===== config.mk =====
export PLATFORM = sky130hd
export DESIGN_NAME = cmpr_err_accum_flat
export DESIGN_NICKNAME = d
export VERILOG_FILES = /design/src/rtl/cmpr_err_accum_if.sv /design/src/rtl/cmpr_err_accum.sv /design/src/flat_wrapper.sv
export SDC_FILE = /design/constraint.sdc
export NUM_CORES = 1
export LEC_CHECK = 0
export ABC_AREA = 0
export CAP_MARGIN = 20
export CORE_AREA = 2 2 84 86
export DETAILED_ROUTE_END_ITERATION = 12
export DIE_AREA = 0 0 86 88
export PLACE_DENSITY = 0.84
export SYNTH_ARGS = -nofsm -noshare
export SYNTH_HDL_FRONTEND = slang
export SYNTH_SLANG_ARGS = --single-unit

===== constraint.sdc =====
create_clock -name clk -period 2.5 [get_ports clk]
set_clock_uncertainty 0.2 [all_clocks]
set_input_delay 0.625 -clock clk [delete_from_list [all_inputs] [get_ports clk]]
set_output_delay 0.625 -clock clk [all_outputs]
set_load 0.05 [all_outputs]

===== src/rtl/cmpr_err_accum_if.sv =====
// cmpr_err_accum_if: window control, compare samples and window results for cmpr_err_accum
interface cmpr_err_accum_if #(
    parameter int width     = 4,
    parameter int cnt_width = 16,
    parameter int len_width = 16
);
    logic                 start;
    logic [len_width-1:0] num_samples;
    logic [width-1:0]     cmp_in;
    logic                 cmp_enable;
    logic                 busy;
    logic                 done;
    logic                 err_flag;
    logic [cnt_width-1:0] err_count;
    logic [len_width-1:0] sample_count;
    logic [len_width-1:0] first_err_idx;
    logic                 first_err_valid;
    modport master (
        output start, num_samples, cmp_in, cmp_enable,
        input  busy, done, err_flag, err_count, sample_count, first_err_idx, first_err_valid
    );
    modport slave (
        input  start, num_samples, cmp_in, cmp_enable,
        output busy, done, err_flag, err_count, sample_count, first_err_idx, first_err_valid
    );
endinterface


===== src/rtl/cmpr_err_accum.sv =====
// cmpr_err_accum: counts samples and mismatches over a test window; CMPR_ERR_FIRST_CAPTURE_EN adds first-mismatch index capture
module cmpr_err_accum #(
    parameter int width     = 4,
    parameter int cnt_width = 16,
    parameter int len_width = 16
) (
    input logic              clk,
    input logic              rst_n,
    cmpr_err_accum_if.slave  bus
);
    typedef enum logic [1:0] {IDLE, RUN, DONE} state_t;
    localparam logic [len_width-1:0] len_one = 1;
    localparam logic [cnt_width-1:0] cnt_one = 1;
    state_t               state, state_nxt;
    logic [len_width-1:0] target, sample_count;
    logic [cnt_width-1:0] err_count;
    logic                 err_flag;
    logic                 mismatch, accept, last, clear;
    assign mismatch = |bus.cmp_in;
    assign accept   = state == RUN && bus.cmp_enable;
    assign last     = sample_count + len_one == target;
    assign clear    = state == IDLE && bus.start;
    // state register
    always_ff @(posedge clk)
        if (!rst_n) state <= IDLE;
        else state <= state_nxt;
    // next state and state-decoded outputs
    always_comb begin
        state_nxt = state;
        bus.busy  = 1'b0;
        bus.done  = 1'b0;
        if (state == IDLE && bus.start) state_nxt = bus.num_samples != '0 ? RUN : DONE;
        if (state == RUN) begin
            bus.busy  = 1'b1;
            state_nxt = accept && last ? DONE : RUN;
        end
        if (state == DONE) begin
            bus.done  = 1'b1;
            state_nxt = IDLE;
        end
    end
    // window target, sample and saturating mismatch counters
    always_ff @(posedge clk)
        if (!rst_n) begin
            target       <= '0;
            sample_count <= '0;
            err_count    <= '0;
            err_flag     <= 1'b0;
        end else if (clear) begin
            target       <= bus.num_samples;
            sample_count <= '0;
            err_count    <= '0;
            err_flag     <= 1'b0;
        end else if (accept) begin
            sample_count <= sample_count + len_one;
            if (mismatch) begin
                err_flag  <= 1'b1;
                err_count <= &err_count ? err_count : err_count + cnt_one;
            end
        end
    assign bus.err_flag     = err_flag;
    assign bus.err_count    = err_count;
    assign bus.sample_count = sample_count;
`ifdef CMPR_ERR_FIRST_CAPTURE_EN
    logic [len_width-1:0] first_idx;
    logic                 first_valid;
    // capture the pre-increment index of the first mismatch in the window
    always_ff @(posedge clk)
        if (!rst_n || clear) begin
            first_idx   <= '0;
            first_valid <= 1'b0;
        end else if (accept && mismatch && !first_valid) begin
            first_idx   <= sample_count;
            first_valid <= 1'b1;
        end
    assign bus.first_err_idx   = first_idx;
    assign bus.first_err_valid = first_valid;
`else
    assign bus.first_err_idx   = '0;
    assign bus.first_err_valid = 1'b0;
`endif
endmodule


===== src/flat_wrapper.sv =====
// flat-port wrapper written by rule: the top's interface ports become plain ports
module cmpr_err_accum_flat 
#(
    parameter int width     = 4,
    parameter int cnt_width = 16,
    parameter int len_width = 16
)
  (clk, rst_n, bus_start, bus_num_samples, bus_cmp_in, bus_cmp_enable, bus_busy, bus_done, bus_err_flag, bus_err_count, bus_sample_count, bus_first_err_idx, bus_first_err_valid);
  cmpr_err_accum_if #(.width(width), .cnt_width(cnt_width), .len_width(len_width)) bus_i ();
  input logic clk;
  input logic rst_n;
  input wire logic [$bits(bus_i.start)-1:0] bus_start;
  input wire logic [$bits(bus_i.num_samples)-1:0] bus_num_samples;
  input wire logic [$bits(bus_i.cmp_in)-1:0] bus_cmp_in;
  input wire logic [$bits(bus_i.cmp_enable)-1:0] bus_cmp_enable;
  output wire logic [$bits(bus_i.busy)-1:0] bus_busy;
  output wire logic [$bits(bus_i.done)-1:0] bus_done;
  output wire logic [$bits(bus_i.err_flag)-1:0] bus_err_flag;
  output wire logic [$bits(bus_i.err_count)-1:0] bus_err_count;
  output wire logic [$bits(bus_i.sample_count)-1:0] bus_sample_count;
  output wire logic [$bits(bus_i.first_err_idx)-1:0] bus_first_err_idx;
  output wire logic [$bits(bus_i.first_err_valid)-1:0] bus_first_err_valid;
  assign bus_i.start = bus_start;
  assign bus_i.num_samples = bus_num_samples;
  assign bus_i.cmp_in = bus_cmp_in;
  assign bus_i.cmp_enable = bus_cmp_enable;
  assign bus_busy = bus_i.busy;
  assign bus_done = bus_i.done;
  assign bus_err_flag = bus_i.err_flag;
  assign bus_err_count = bus_i.err_count;
  assign bus_sample_count = bus_i.sample_count;
  assign bus_first_err_idx = bus_i.first_err_idx;
  assign bus_first_err_valid = bus_i.first_err_valid;
  cmpr_err_accum #(.width(width), .cnt_width(cnt_width), .len_width(len_width)) u_core (.clk(clk), .rst_n(rst_n), .bus(bus_i));
endmodule

---- Word level (Yosys, flattened, before mapping) ----
Cells that the tools add are included.
word-level totals
  word-level logic and storage cells ...... 30
  output and inout bits ................... 52
  register bits ........................... 51
  input bits .............................. 24
operators by class
  mux-type cells .......................... 6
  equal/unequal tests ..................... 3
  $add $sub $neg .......................... 2
  bitwise logic cells ..................... 2
  reductions and logical operators ........ 12
operators with widths
  operator                 number
  $add A16 B1 Y16 const B  2
  $eq A16 B16 Y1           1
  $reduce_and A16 Y1       1
  $reduce_bool A16 Y1      1
  $mux W2                  4
  $reduce_or A2 Y1         2
  $reduce_or A4 Y1         1
  $logic_and A1 B1 Y1      3
  $reduce_and A3 Y1        1
  $eq A2 B1 Y1 const B     1
  $eq A2 B2 Y1 const B     1
  $logic_not A2 Y1         1
  $mux W1                  2
  $not A1 Y1               2
  $reduce_and A2 Y1        1
  $reduce_bool A2 Y1       1

---- Longest topological paths before layout ----
  depth in word-level cells ............... 5
  depth in mapped cells ................... 8

---- Worst setup path before layout ----
No wires, ideal clock.
  kind .................................... reg-to-reg
  from .................................... register u_core.sample_count[0], in the netlist u_core.bus.sample_count[0]
  to ...................................... register u_core.state[1]
  data required time ...................... 2.231 ns
  buffers on the path ..................... 1
  clock period less this slack ............ 2.609 ns
  stages on the path, launching flop included .. 8
  library setup time ...................... 0.069 ns
  setup slack ............................. -0.109 ns
  data arrival time ....................... 2.340 ns
  cell sequence ........................... dfxtp_1 -> ha_1 -> clkbuf_1 -> nand3_1 -> nor4b_2 -> a211oi_1 -> or4b_1 -> o21ai_1
on the way
  cells in the longest elaborated chain, start to end .. 5
RTL lines
  element                   RTL line              source
  start: declaration        cmpr_err_accum.sv:15  logic [len_width-1:0] target, sample_count;
  start signal: assignment  cmpr_err_accum.sv:55  sample_count <= sample_count + len_one;
  $add A16 B1 Y16           cmpr_err_accum.sv:21  assign last = sample_count + len_one == target;
  $eq A16 B16 Y1            cmpr_err_accum.sv:21
  $logic_and A1 B1 Y1       cmpr_err_accum.sv:35  state_nxt = accept && last ? DONE : RUN;
  $mux W2                   cmpr_err_accum.sv:35
  $mux W2                   cmpr_err_accum.sv:33  if (state == RUN) begin
  end signal: assignment    cmpr_err_accum.sv:26  else state <= state_nxt;
  end: declaration          cmpr_err_accum.sv:14  state_t state, state_nxt;
Every way passes these cells.
A chain may end at the register's enable or synchronous reset.

---- Worst setup path in the final report ----
  from .................................... register u_core.sample_count[7], in the netlist u_core.bus.sample_count[7]
  to ...................................... output bus_sample_count[7]
RTL lines
  element           RTL line            source
  end: declaration  flat_wrapper.sv:20  output wire logic [$bits(bus_i.sample_count)-1:0] bus_sample_count;
No word-level cell between the ends.

==> out/qor.csv <==
metric;value;unit
Starting Density;0.437;
largest net degree at the start of global routing;18;
status;finished, final reports clean;
final non-filler cell total;511;
layout cells sized above 1;0.118;
Synth Register Bits;51;
Post-CTS Hold Buffers;0;
Worst path max stage delay;0.85;ns
final WL;6.94;mm
critical path class;reg -> out;
area grow syn2layout;27.1;%
Clock Power Share;0.303;
die span in x;86;um
via/cell ratio;5.31;
Worst Max-Slew Pin Slew;0.525;ns
gr usage total;0.187;
most frequent cells in the layout;54 x nand2_1, 53 x clkdlybuf4s50_1, 41 x dfxtp_1;
crit path buf inv count;1;
Root Buffer;clkbuf_8;
ANT cells;0;
Setup violations, final;0;
Post-DP HPWL;5.37;mm
Final Hold Vio Count;0;
Slowest cell on crit path;clkdlybuf4s50_1;
CTS tree;built;
Critical R2R Capture;u_core.state[1];
Synth Flop Type;dfxtp_1;
unique cell type count in the Yosys netlist;54;
Final Critical Period;2.44;ns
most common cell after layout, fill and taps aside;nand2_1;
Arr. time, crit path;1.61;ns
setup TNS;0;ns
endpoint class of the critical path;output port;
Final Max Tran Viols;0;
worst relative slew slack;0.649;
yosys warns;0;
Clk Latency, worst-skew pair;0.31;ns
Hold Path Class;reg -> reg;
NetSw;462;uW
CP required;1.67;ns
input/output buffers;58;
Worst R2R Path Depth;6;
max-cap viol count;0;
hold wc startpoint;u_core.target[0];
Placed Cells;500;
fmax;0.410;GHz
RSZ-0062 raised after global routing;false;
vias;2715;
PwrDens;431;mW/mm^2
Synth Instances;364;
Seq pwr share;0.536;
RePlAce Congestion;0.822;
CTS Buf Count;5;
full die area;0.00757;sq mm
CTS max path bufs;2;
Sinks on Clock Net;51;
Crit path max-delay family;buffers and inverters;
worst r2r src;u_core.bus.sample_count[0];
Net Sw Frac;0.290;
Mapped Avg Cell Area;7.97;sq um
CP Max Fanout;9;
1st-pass router iterations;4;
H-tree Lvls;2;
Yosys top cell by area;dfxtp_1;
top cells by area, synth;dfxtp_1 35%, xnor2_1 7.8%, nand2_1 7.0%;
Synth top area share;0.352;
final core occ;0.555;
DR DRC count;0;
startpoint class of the critical path;flip-flop;
drt first-iter violations;232;
Tcrit/Tclk final;0.975;
post-route ant nets;0;
final worst setup slack;0.0630;ns
flop-to-flop setup slack;0.13;ns
Post-synth EDFFs;0;
clock slew at reported path FFs;0.10;ns
fin nets;456;
drt wl/cell;13.6;um
Logic pwr share;0.161;
register area share after synthesis;0.352;
Hold Path Stages;2;
P_leak;0.00127;uW
Int Pwr;1130;uW
async set-reset flop share out of synthesis;0;
die height;88;um
core region area;0.00664;sq mm
antenna violations before repair;0;
vias in the first global route;2452;
crit-path cells;clkdlybuf4s50_1;
VDD IR max;278;uV
mapped cell area;0.00290;sq mm
total grt overflow;0;
first-pass GRT wire length;11.4;mm
DP Worst Slack;-0.157;ns
hold endpoint;u_core.target[0];
row count;30;
IO Pins;76;
==> per-stage QoR <==
step	hold slack (ns)	total power, uW	area (sq um)
final	0.286	1590	3690
after global routing	0.319	1650	3690
after CTS	0.290	1600	3650
after detailed placement	0.269	1130	3560
after global placement	0.262	1120	3560
after floorplan	0.252	1060	2980
==> flip-flops by register name, indices dropped and copies added, names as in the netlist <==
name	count
u_core.target	16
u_core.bus.err_count	16
u_core.state	2
u_core.bus.err_flag	1
u_core.bus.sample_count	16
==> worst max path at each step <==
stage	from	end	depth (start not counted)
global route	u_core.bus.err_count[6]	u_core.bus.err_count[7]	6
CTS	u_core.bus.sample_count[7]	bus_sample_count[7]	1
finish	u_core.bus.sample_count[7]	bus_sample_count[7]	1
global placement	bus_cmp_enable	u_core.bus.err_count[11]	6
detailed placement	bus_cmp_enable	u_core.bus.err_count[11]	6
floorplan	u_core.bus.sample_count[2]	u_core.state[1]	6
==> kinds of logic (layout without fill, tap and decap cells) <==
| logic type | Yosys count | after routing | synth area share |
|---|---|---|---|
| and+or+nand+nor | 166 | 166 | 0.284 |
| AOI/OAI and AO/OA | 60 | 60 | 0.144 |
| DFF | 51 | 51 | 0.352 |
| buffers and inverters | 43 | 94 | 0.0836 |
| xor gates and xnor gates | 40 | 40 | 0.123 |
| adders and majority gates | 2 | 2 | 0.00862 |
| other | 1 | 17 | 0.00129 |
| muxes | 1 | 1 | 0.00345 |
==> per-layer routing <==
layer / vias to the layer above / global-route usage / part of all wire / wire length (um)
met5: - / 0 / 0 / 0
met4: 0 / 0.0635 / 0.021 / 146
met3: 13 / 0.0396 / 0.062 / 432
met2: 96 / 0.310 / 0.47 / 3270
met1: 1241 / 0.243 / 0.45 / 3100
li1: 1365 / - / - / -
==> cells in the mapped netlist (2+ instances only) <==
library cell / instances
nand3b_1: 3
a21boi_0: 17
ha_1: 2
o31ai_1: 3
nor2_1: 35
nor3_1: 8
buf_2: 2
nor4_1: 10
and2_1: 3
dfxtp_1: 51
nor2b_1: 3
a211o_1: 2
nor3b_1: 2
a211oi_1: 2
o21ai_1: 4
o21a_1: 2
nand4_1: 7
or4_1: 3
buf_4: 19
or3_1: 7
nand2_1: 54
xnor2_1: 26
clkbuf_1: 12
nand3_1: 17
o211ai_1: 2
inv_1: 7
a21oi_1: 12
xor2_1: 13
nand2b_1: 4
and4_1: 2
buf_1: 2
o21ai_0: 6
==> power groups by stage <==
stage / logic (uW) / registers, uW / clock network (uW)
final: 256 / 853 / 483
after global routing: 278 / 857 / 517
after CTS: 256 / 853 / 489
after detailed placement: 255 / 872 / 0
after global placement: 250 / 871 / 0
after floorplan: 188 / 872 / 0
==> what timing repair did <==
item	CTS	global route
buffers inserted	0	3
endpoints found under the setup margin	0	1
resized for setup	0	3
==> layout make-up <==
cell class	count	area (sq um)
inverter	7	26.3
tap	80	100
clock inverter	3	18.8
sequential	51	1030
multi-input combinational	286	1720
clock buffer	5	68.8
timing repair buffer	79	726
fill	627	2950
No activity file was read; power rests on OpenSTA's default activity.
